--- src/rtl/telemetry_frame_sequencer.sv ---
// telemetry_frame_sequencer
//
// Captures a coherent snapshot of N_CH 32-bit channel values on a datapath
// sample strobe and streams it to the host as one framed packet:
//   header {SYNC_WORD, N_CH[7:0], seq}, channel 0 .. N_CH-1, optional checksum.
// Decimation selects every decim_i-th strobe. Eligible strobes that arrive
// while a frame is still streaming are counted as drops (saturating).
//
// Optional feature macro: TELEMETRY_FRAME_CSUM_EN
//   defined   -> a checksum word (32-bit sum of header and all channel words)
//                follows the last channel word and carries m_last_o
//   undefined -> the frame ends on channel N_CH-1
//
// Ports
//   clk            system clock
//   rst            synchronous active-high reset
//   enable_i       capture enable, sampled with each strobe
//   decim_i        capture every decim_i-th strobe (0 behaves as 1)
//   sample_valid_i one-cycle strobe: ch_data_i holds a new sample set
//   ch_data_i      channel k in bits [32k+31:32k]
//   m_data_o       stream word
//   m_valid_o      stream word valid
//   m_ready_i      downstream ready
//   m_last_o       final word of frame
//   busy_o         frame in progress
//   seq_o          sequence number of the next frame to be emitted
//   drop_cnt_o     eligible captures lost while busy, saturating at 16'hFFFF

module telemetry_frame_sequencer #(
  parameter int          N_CH      = 22,
  parameter logic [15:0] SYNC_WORD = 16'hA5C3
) (
  input  logic                 clk,
  input  logic                 rst,
  input  logic                 enable_i,
  input  logic [15:0]          decim_i,
  input  logic                 sample_valid_i,
  input  logic [N_CH*32-1:0]   ch_data_i,
  output logic [31:0]          m_data_o,
  output logic                 m_valid_o,
  input  logic                 m_ready_i,
  output logic                 m_last_o,
  output logic                 busy_o,
  output logic [7:0]           seq_o,
  output logic [15:0]          drop_cnt_o
);

  typedef enum logic [1:0] {
    ST_IDLE,
    ST_HEADER,
`ifdef TELEMETRY_FRAME_CSUM_EN
    ST_DATA,
    ST_CSUM
`else
    ST_DATA
`endif
  } state_t;

  localparam logic [7:0] NCH8     = 8'(N_CH);
  localparam logic [7:0] LAST_IDX = 8'(N_CH - 1);

  state_t              r_state;
  logic [N_CH*32-1:0]  r_snap;
  logic [31:0]         r_data;
  logic                r_valid;
  logic                r_last;
  logic [7:0]          r_seq;
  logic [15:0]         r_drop;
  logic [15:0]         r_dcnt;
  logic [7:0]          r_idx;
`ifdef TELEMETRY_FRAME_CSUM_EN
  logic [31:0]         r_sum;
`endif

  logic        w_fire;
  logic        w_lastBeat;
  logic [15:0] w_decimM1;
  logic        w_strobeEn;
  logic        w_eligible;
  logic        w_capReady;
  logic        w_capture;
  logic [7:0]  w_seqNext;
  logic [31:0] w_header;

  // Handshake and capture qualification. A capture is allowed while idle and
  // also in the very cycle the final beat leaves, which is what lets frames
  // run back to back without a bubble. The header of such a frame must
  // already carry the incremented sequence number.
  assign w_fire     = r_valid & m_ready_i;
  assign w_lastBeat = w_fire & r_last;
  assign w_decimM1  = (decim_i == 16'd0) ? 16'd0 : decim_i - 16'd1;
  assign w_strobeEn = sample_valid_i & enable_i;
  assign w_eligible = w_strobeEn & (r_dcnt == w_decimM1);
  assign w_capReady = (r_state == ST_IDLE) | w_lastBeat;
  assign w_capture  = w_eligible & w_capReady;
  assign w_seqNext  = w_lastBeat ? r_seq + 8'd1 : r_seq;
  assign w_header   = {SYNC_WORD, NCH8, w_seqNext};

  // Frame sequencer. All stream outputs are registered; the next word is
  // loaded whenever the current one is accepted. The snapshot is consumed by
  // shifting it down one channel per data beat, so the low word is always
  // the next channel to send and ch_data_i is only looked at on capture.
  always_ff @(posedge clk) begin
    if (rst) begin
      r_state <= ST_IDLE;
      r_data  <= 32'd0;
      r_valid <= 1'b0;
      r_last  <= 1'b0;
      r_seq   <= 8'd0;
      r_drop  <= 16'd0;
      r_dcnt  <= 16'd0;
      r_idx   <= 8'd0;
`ifdef TELEMETRY_FRAME_CSUM_EN
      r_sum   <= 32'd0;
`endif
    end else begin
      if (w_strobeEn) begin
        r_dcnt <= w_eligible ? 16'd0 : r_dcnt + 16'd1;
      end

      if (w_eligible && !w_capReady && (r_drop != 16'hFFFF)) begin
        r_drop <= r_drop + 16'd1;
      end

      if (w_lastBeat) begin
        r_seq <= r_seq + 8'd1;
      end

      if (w_capture) begin
        r_snap  <= ch_data_i;
        r_state <= ST_HEADER;
        r_valid <= 1'b1;
        r_last  <= 1'b0;
        r_data  <= w_header;
`ifdef TELEMETRY_FRAME_CSUM_EN
        r_sum   <= w_header;
`endif
      end else if (w_lastBeat) begin
        r_state <= ST_IDLE;
        r_valid <= 1'b0;
        r_last  <= 1'b0;
      end else if (w_fire) begin
        case (r_state)
          ST_HEADER: begin
            r_state <= ST_DATA;
            r_idx   <= 8'd0;
            r_data  <= r_snap[31:0];
            r_snap  <= r_snap >> 32;
`ifdef TELEMETRY_FRAME_CSUM_EN
            r_last  <= 1'b0;
`else
            r_last  <= (LAST_IDX == 8'd0);
`endif
          end
          ST_DATA: begin
`ifdef TELEMETRY_FRAME_CSUM_EN
            r_sum <= r_sum + r_data;
            if (r_idx == LAST_IDX) begin
              r_state <= ST_CSUM;
              r_data  <= r_sum + r_data;
              r_last  <= 1'b1;
            end else begin
              r_idx  <= r_idx + 8'd1;
              r_data <= r_snap[31:0];
              r_snap <= r_snap >> 32;
              r_last <= 1'b0;
            end
`else
            r_idx  <= r_idx + 8'd1;
            r_data <= r_snap[31:0];
            r_snap <= r_snap >> 32;
            r_last <= ((r_idx + 8'd1) == LAST_IDX);
`endif
          end
          default: begin
          end
        endcase
      end
    end
  end

  assign m_data_o   = r_data;
  assign m_valid_o  = r_valid;
  assign m_last_o   = r_last;
  assign busy_o     = (r_state != ST_IDLE);
  assign seq_o      = r_seq;
  assign drop_cnt_o = r_drop;

endmodule

--- config.mk ---
export PLATFORM = sky130hd
export DESIGN_NAME = telemetry_frame_sequencer
export DESIGN_NICKNAME = d
export VERILOG_FILES = /design/src/rtl/telemetry_frame_sequencer.sv
export SDC_FILE = /design/constraint.sdc
export NUM_CORES = 1
export LEC_CHECK = 0
export ABC_CLOCK_PERIOD_IN_PS = 53900
export CAP_MARGIN = 20
export CORE_AREA = 2 2 305 307
export CTS_BUF_LIST = sky130_fd_sc_hd__clkbuf_2
export DETAILED_ROUTE_END_ITERATION = 8
export DIE_AREA = 0 0 307 309
export DONT_BUFFER_PORTS = 1
export MAX_ROUTING_LAYER = met4
export SLEW_MARGIN = 20
export SYNTH_ARGS = -nofsm -noshare
export SYNTH_HDL_FRONTEND = slang
export SYNTH_SLANG_ARGS = --single-unit
export TNS_END_PERCENT = 10
--- constraint.sdc ---
create_clock -name clk -period 53.9 [get_ports clk]
set_input_delay 5.39 -clock clk [delete_from_list [all_inputs] [get_ports clk]]
set_output_delay 5.39 -clock clk [all_outputs]
set_load 0.05 [all_outputs]
# == After elaboration in Yosys (flattened, before gate mapping) ==
# Cells that the tools add are included.
# classes
n_reduce_logical,22
n_eq_ne,6
add_sub_neg,5
bitwise,9
muxes,19
# ops
op,count
704-bit 2-to-1 mux,4
32-bit 2-to-1 mux,4
"16-bit by 1-bit adder with 16-bit output, second input constant",2
16-bit 2-to-1 mux,2
"8-bit by 1-bit adder with 8-bit output, second input constant",2
16-bit equality test,1
16-bit logical NOT,1
"16-bit != test, second input constant",1
8-bit one-hot mux with 2 select lines,1
"16-bit by 1-bit subtractor with 16-bit output, second input constant",1
2-bit nonzero test,5
"8-bit by 5-bit equality test with 1-bit output, second input constant",1
8-bit 2-to-1 mux,1
4-bit AND reduction,2
1-bit 2-to-1 mux,6
2-bit AND reduction,3
3-bit AND reduction,2
3-bit nonzero test,2
1-bit bitwise AND,5
2-bit OR reduction,2
1-bit NOT,3
3-bit OR reduction,1
"2-bit by 1-bit equality test with 1-bit output, second input constant",1
"2-bit equality test, second input constant",1
other kinds (6),7
# word_totals
in_bits,725
word_cells,72
regBits,788
output_inout_bits,59

# == Logic depth before layout (Yosys ltp) ==
# depth
ltp_word,7
ltp_mapped,17
mapped_depth_nobuf,11

# == Least setup slack after synthesis ==
# Ideal clock, no wire load.
# synth_path
path_type,in2reg
startpoint,in decim_i[0]
endpoint,reg r_snap[0] (enable)
path_buffers,6
setup_time_ns,2.013
t_required_ns,51.887
stages,16
slack_ns,10.271
t_arrival_ns,41.616
path_cell_list,buf_6 inv_1 ha_1 buf_4 nor3b_4 and3_1 and3_1 buf_2 a31oi_1 a211o_1 and4b_2 nand4_1 buf_2 buf_2 buf_2 a21oi_1
# synth_via
elab_chain_cells,7
word_cells_on_any_way,10
cone_classes,add/sub (1); eq/ne (2); mux (1); bitwise (2); reduce/logical (4)
# synth_lines
item,line,source
start: declaration,36,"input logic [15:0] decim_i,"
16-bit by 1-bit subtractor with 16-bit output / 16-bit logical NOT (equally long branches),91,assign w_decimM1 = (decim_i == 16'd0) ? 16'd0 : decim_i - 16'd1;
16-bit 2-to-1 mux *,91,
16-bit equality test *,93,assign w_eligible = w_strobeEn & (r_dcnt == w_decimM1);
1-bit bitwise AND *,93,
1-bit bitwise AND *,95,assign w_capture = w_eligible & w_capReady;
2-bit by 1-bit != test with 1-bit output (no line) / 2-bit nonzero test (equally long branches),--,
4-bit AND reduction (no line) *,--,
end signal: assignment,130,r_snap <= ch_data_i;
end signal: assignment,148,r_snap <= r_snap >> 32;
end signal: assignment,171,r_snap <= r_snap >> 32;
end: declaration,63,logic [N_CH*32-1:0] r_snap;
# Mark *: on every way between the ends. The rest lies on a longest branch, timed or not.
# A chain may end at the register's enable or synchronous reset.

# == Final worst setup path ==
# layout_path
startpoint,in decim_i[0]
endpoint,reg r_snap[294] (enable)
# The elaborated chain is that of the path after synthesis.

==> impl_metrics.py <==
metrics = {
    "status": {
        "status": "complete, no violations",
    },
    "routing": {
        "wl_met2_um": 50500,
        "top_layer": "met4",
        "wl_met1_um": 38400,
        "vias_per_cell": 4.93,
        "drcViolationCount": 0,
        "vias": 24200,
        "firstDrtPassIters": 6,
        "drt_iter0_markers": 2056,
        "drt_wl_total_um": 101000,
        "wire_per_inst_um": 20.6,
        "met3WireLength_um": 9540,
        "ant_nets": 0,
    },
    "worst_setup_path": {
        "crit_path_cell_trace": "inv_1 -> ha_1 -> nor3b_4 -> and3_1 -> and3_1 -> a31oi_1 -> a211o_1 -> and4b_2 -> nand4_1 -> buf_4 -> a21oi_4 -> buf_16 -> buf_4 -> buf_4 -> buf_4 -> buf_4 -> buf_4",
        "critPathBufInv": 8,
        "critPathLaunchType": "input pin",
        "cp.required_ps": 54900,
        "worstSetupPathType": "in2reg",
        "cpMaxStageDelayCell": "buf_4",
        "crit_path_max_incr_delay_ps": 900,
        "critPathTopFamily": "buffers and inverters",
        "crit_path_end_kind": "flip-flop",
        "cp_common_cell": "buf_4",
        "arrival_ps": 13660,
        "critPathMaxFanout": 78,
    },
    "clock_network": {
        "postCtsHoldBufs": 0,
        "h-tree-depth": 4,
        "cts_tree": "done",
        "clock_sinks": 788,
        "clk_pin_slew_worst_paths_ps": 90,
        "post_cts_resized": 0,
        "cts_root_buf": "clkbuf_2",
        "clkLatencyLatePin_ps": 1460,
        "cts_setup_buffers": 0,
        "numCtsBuffers": 203,
        "clk_path_buf_depth": 3,
    },
    "floorplan": {
        "rows": 111,
        "dieArea_um2": 94900,
        "start_util_pct": 37.7,
        "die_height_um": 309,
        "core-area_um2": 91400,
        "die_x_um": 307,
        "ios": 784,
    },
    "global_route": {
        "grt_max_degree": 186,
        "grt_pass1_wl_um": 145000,
        "antenna_found_initial": 13,
        "track_usage_pct": 21.2,
        "grt_pass1_vias": 23800,
        "overflow": 0,
    },
    "timing": {
        "finalCritPeriodShare_pct": 23.5,
        "max_freq_ghz": 0.0790,
        "drv_slew": 0,
        "setup_viol": 0,
        "layout_min_cycle_time_ps": 12660,
        "rsz0062_at_grt": "no",
        "tns_ps": 0,
        "worst_slew_margin_rel_pct": 30.2,
        "timing.final.ws_setup_ps": 41240,
        "hold_viol": 0,
        "worst_pin_slew_ps": 1050,
        "clock_skew_ps": 131,
    },
    "placement": {
        "io_buffer_count": 0,
        "place_congestion": 0.887,
        "dp_slack_ps": 39940,
        "placed_area_um2": 35300,
        "dpl.hpwl_um": 72500,
    },
    "job": {
        "cap_violations": 0,
    },
    "synthesis": {
        "synth_edf_count": 704,
        "yosys.area.top_type": "edfxtp_1",
        "synthTopCellsByArea": "edfxtp_1, nand2_1, dfxtp_1, buf_2, and2_1",
        "synth_nets": 4247,
        "syn-cell-area_um2": 34500,
        "async_reset_ff_share_pct": 0,
        "yosys.area.top_type_share_pct": 61.3,
        "postSynthAreaPerCell_um2": 9.82,
        "yosys.cell_types.count": 62,
        "synth_ff_type": "edfxtp_1",
        "ys_warn_count": 0,
        "synthCells": 3513,
        "ys_seq_area_share_pct": 66.2,
        "synth-seq-cells": 788,
    },
    "layout": {
        "design_area_um2": 37100,
        "seq_area_um2": 22800,
        "drive_gt1_share_pct": 10.4,
        "final_nets": 4294,
        "fillers": 9163,
        "area_delta_synth_final_pct": 7.65,
        "multi_input_area_um2": 10700,
    },
    "power_and_ir_drop": {
        "power.density_nw_per_um2": 28.7,
        "ir_drop_v": 0.0000155,
        "leakage_nw": 14.6,
    },
    "worst_hold_path": {
        "hold_path_class": "reg2reg",
    },
}
==> layer usage <==
layer,vias up,track usage [%]
li1,11800,-
met1,11300,23.2
met2,924,35.4
met3,152,7.78
met4,0,7.33
met5,-,-
==> through the flow <==
stage          hold slack, ps  instances  total power [mW]  utilization (%)
6_report                  451       4911              1.07             40.6
5_1_grt                   469       4910              1.11             40.6
2_1_floorplan             465       3513             0.674                -
3_5_place_dp              481       4541             0.674             38.6
3_3_place_gp              474       4540             0.674             38.6
4_1_cts                   448       4893              1.08             40.6
==> path summary, 6_finish.rpt <==
| kind | cells past startpoint | slack, ps | endpoint | from |
|---|---|---|---|---|
| hold / removal | 2 | 450 | r_snap[218] | r_snap[250] |
| hold reg to reg | 2 | 450 | r_snap[218] | r_snap[250] |
| setup reg to reg | 14 | 45570 | r_snap[294] | r_dcnt[0] |
| setup / recovery | 17 | 41240 | r_snap[294] | decim_i[0] |
==> Yosys cell counts (all sizes together), types with 2 or more instances <==
library cell  number
a211o              2
a211oi            13
a21oi             38
a221oi             2
a22oi              3
a31oi             16
a41oi              2
and2              34
and3              19
and4               3
buf              165
clkbuf            23
dfxtp             84
edfxtp           704
ha                 9
inv               18
mux2               7
mux2i              4
nand2           2121
nand2b             2
nand3             28
nand4             13
nand4b             5
nor2              39
nor2b              8
nor3              27
nor3b              2
nor4              16
o211ai             3
o21ai             25
o32a               2
or2                5
or3               11
or4                5
or4b               2
xnor2             22
xor2              18
==> worst min-delay path, delay by kind of cell (launching register included) <==
kind | cells | cell delay [ps]
flops | 1 | 330
simple gates | 2 | 100
==> state kept, by name (all words and copies together), names as in the netlist <==
signal	count
m_valid_o	1
seq_o	8
r_state	2
r_idx	8
m_data_o	32
m_last_o	1
r_snap	704
r_dcnt	16
drop_cnt_o	16
==> report_power, final <==
group | switching (mW) | internal, mW | leakage, nW
clock network | 0.245 | 0.162 | 1.41
logic | 0.00290 | 0.00274 | 6.71
registers | 0.000174 | 0.654 | 6.48
==> layout make-up <==
cell class | count | area share [%]
Multi-Input combinational cell | 2519 | 28.7
Tap cell | 1186 | 4.00
Clock buffer | 311 | 4.19
Timing Repair Buffer | 30 | 0.694
Antenna cell | 18 | 0.121
Inverter | 18 | 0.182
Sequential cell | 788 | 61.5
Clock inverter | 41 | 0.620
==> logic make-up (layout without fill, tap and decap cells) <==
family                     Yosys count  count (layout)  share of synthesized area [%]
xor gates and xnor gates            40              40                           1.02
and+or+nand+nor                   2343            2343                           27.0
DFF                                788             788                           66.2
adders and majority gates            9               9                          0.326
AOI/OAI and AO/OA                  116             116                           2.21
muxes                               11              11                          0.345
other                                0              18                              0
buffers and inverters              206             400                           2.95
==> cell usage in the layout (no fill, tap or decap), drive strengths merged, types with 3 or more instances in the layout <==
master     n
a211oi    13
a21oi     38
a22oi      3
a31oi     16
and2      34
and3      19
and4       3
buf       30
clkbuf   311
clkinv    32
dfxtp     84
diode     18
edfxtp   704
ha         9
inv       24
mux2       7
mux2i      4
nand2   2121
nand3     28
nand4     13
nand4b     5
nor2      39
nor2b      8
nor3      27
nor4      16
o211ai     3
o21ai     25
or2        5
or3       11
or4        5
xnor2     22
xor2      18
Note: power is estimated with default switching activity, not from simulation.
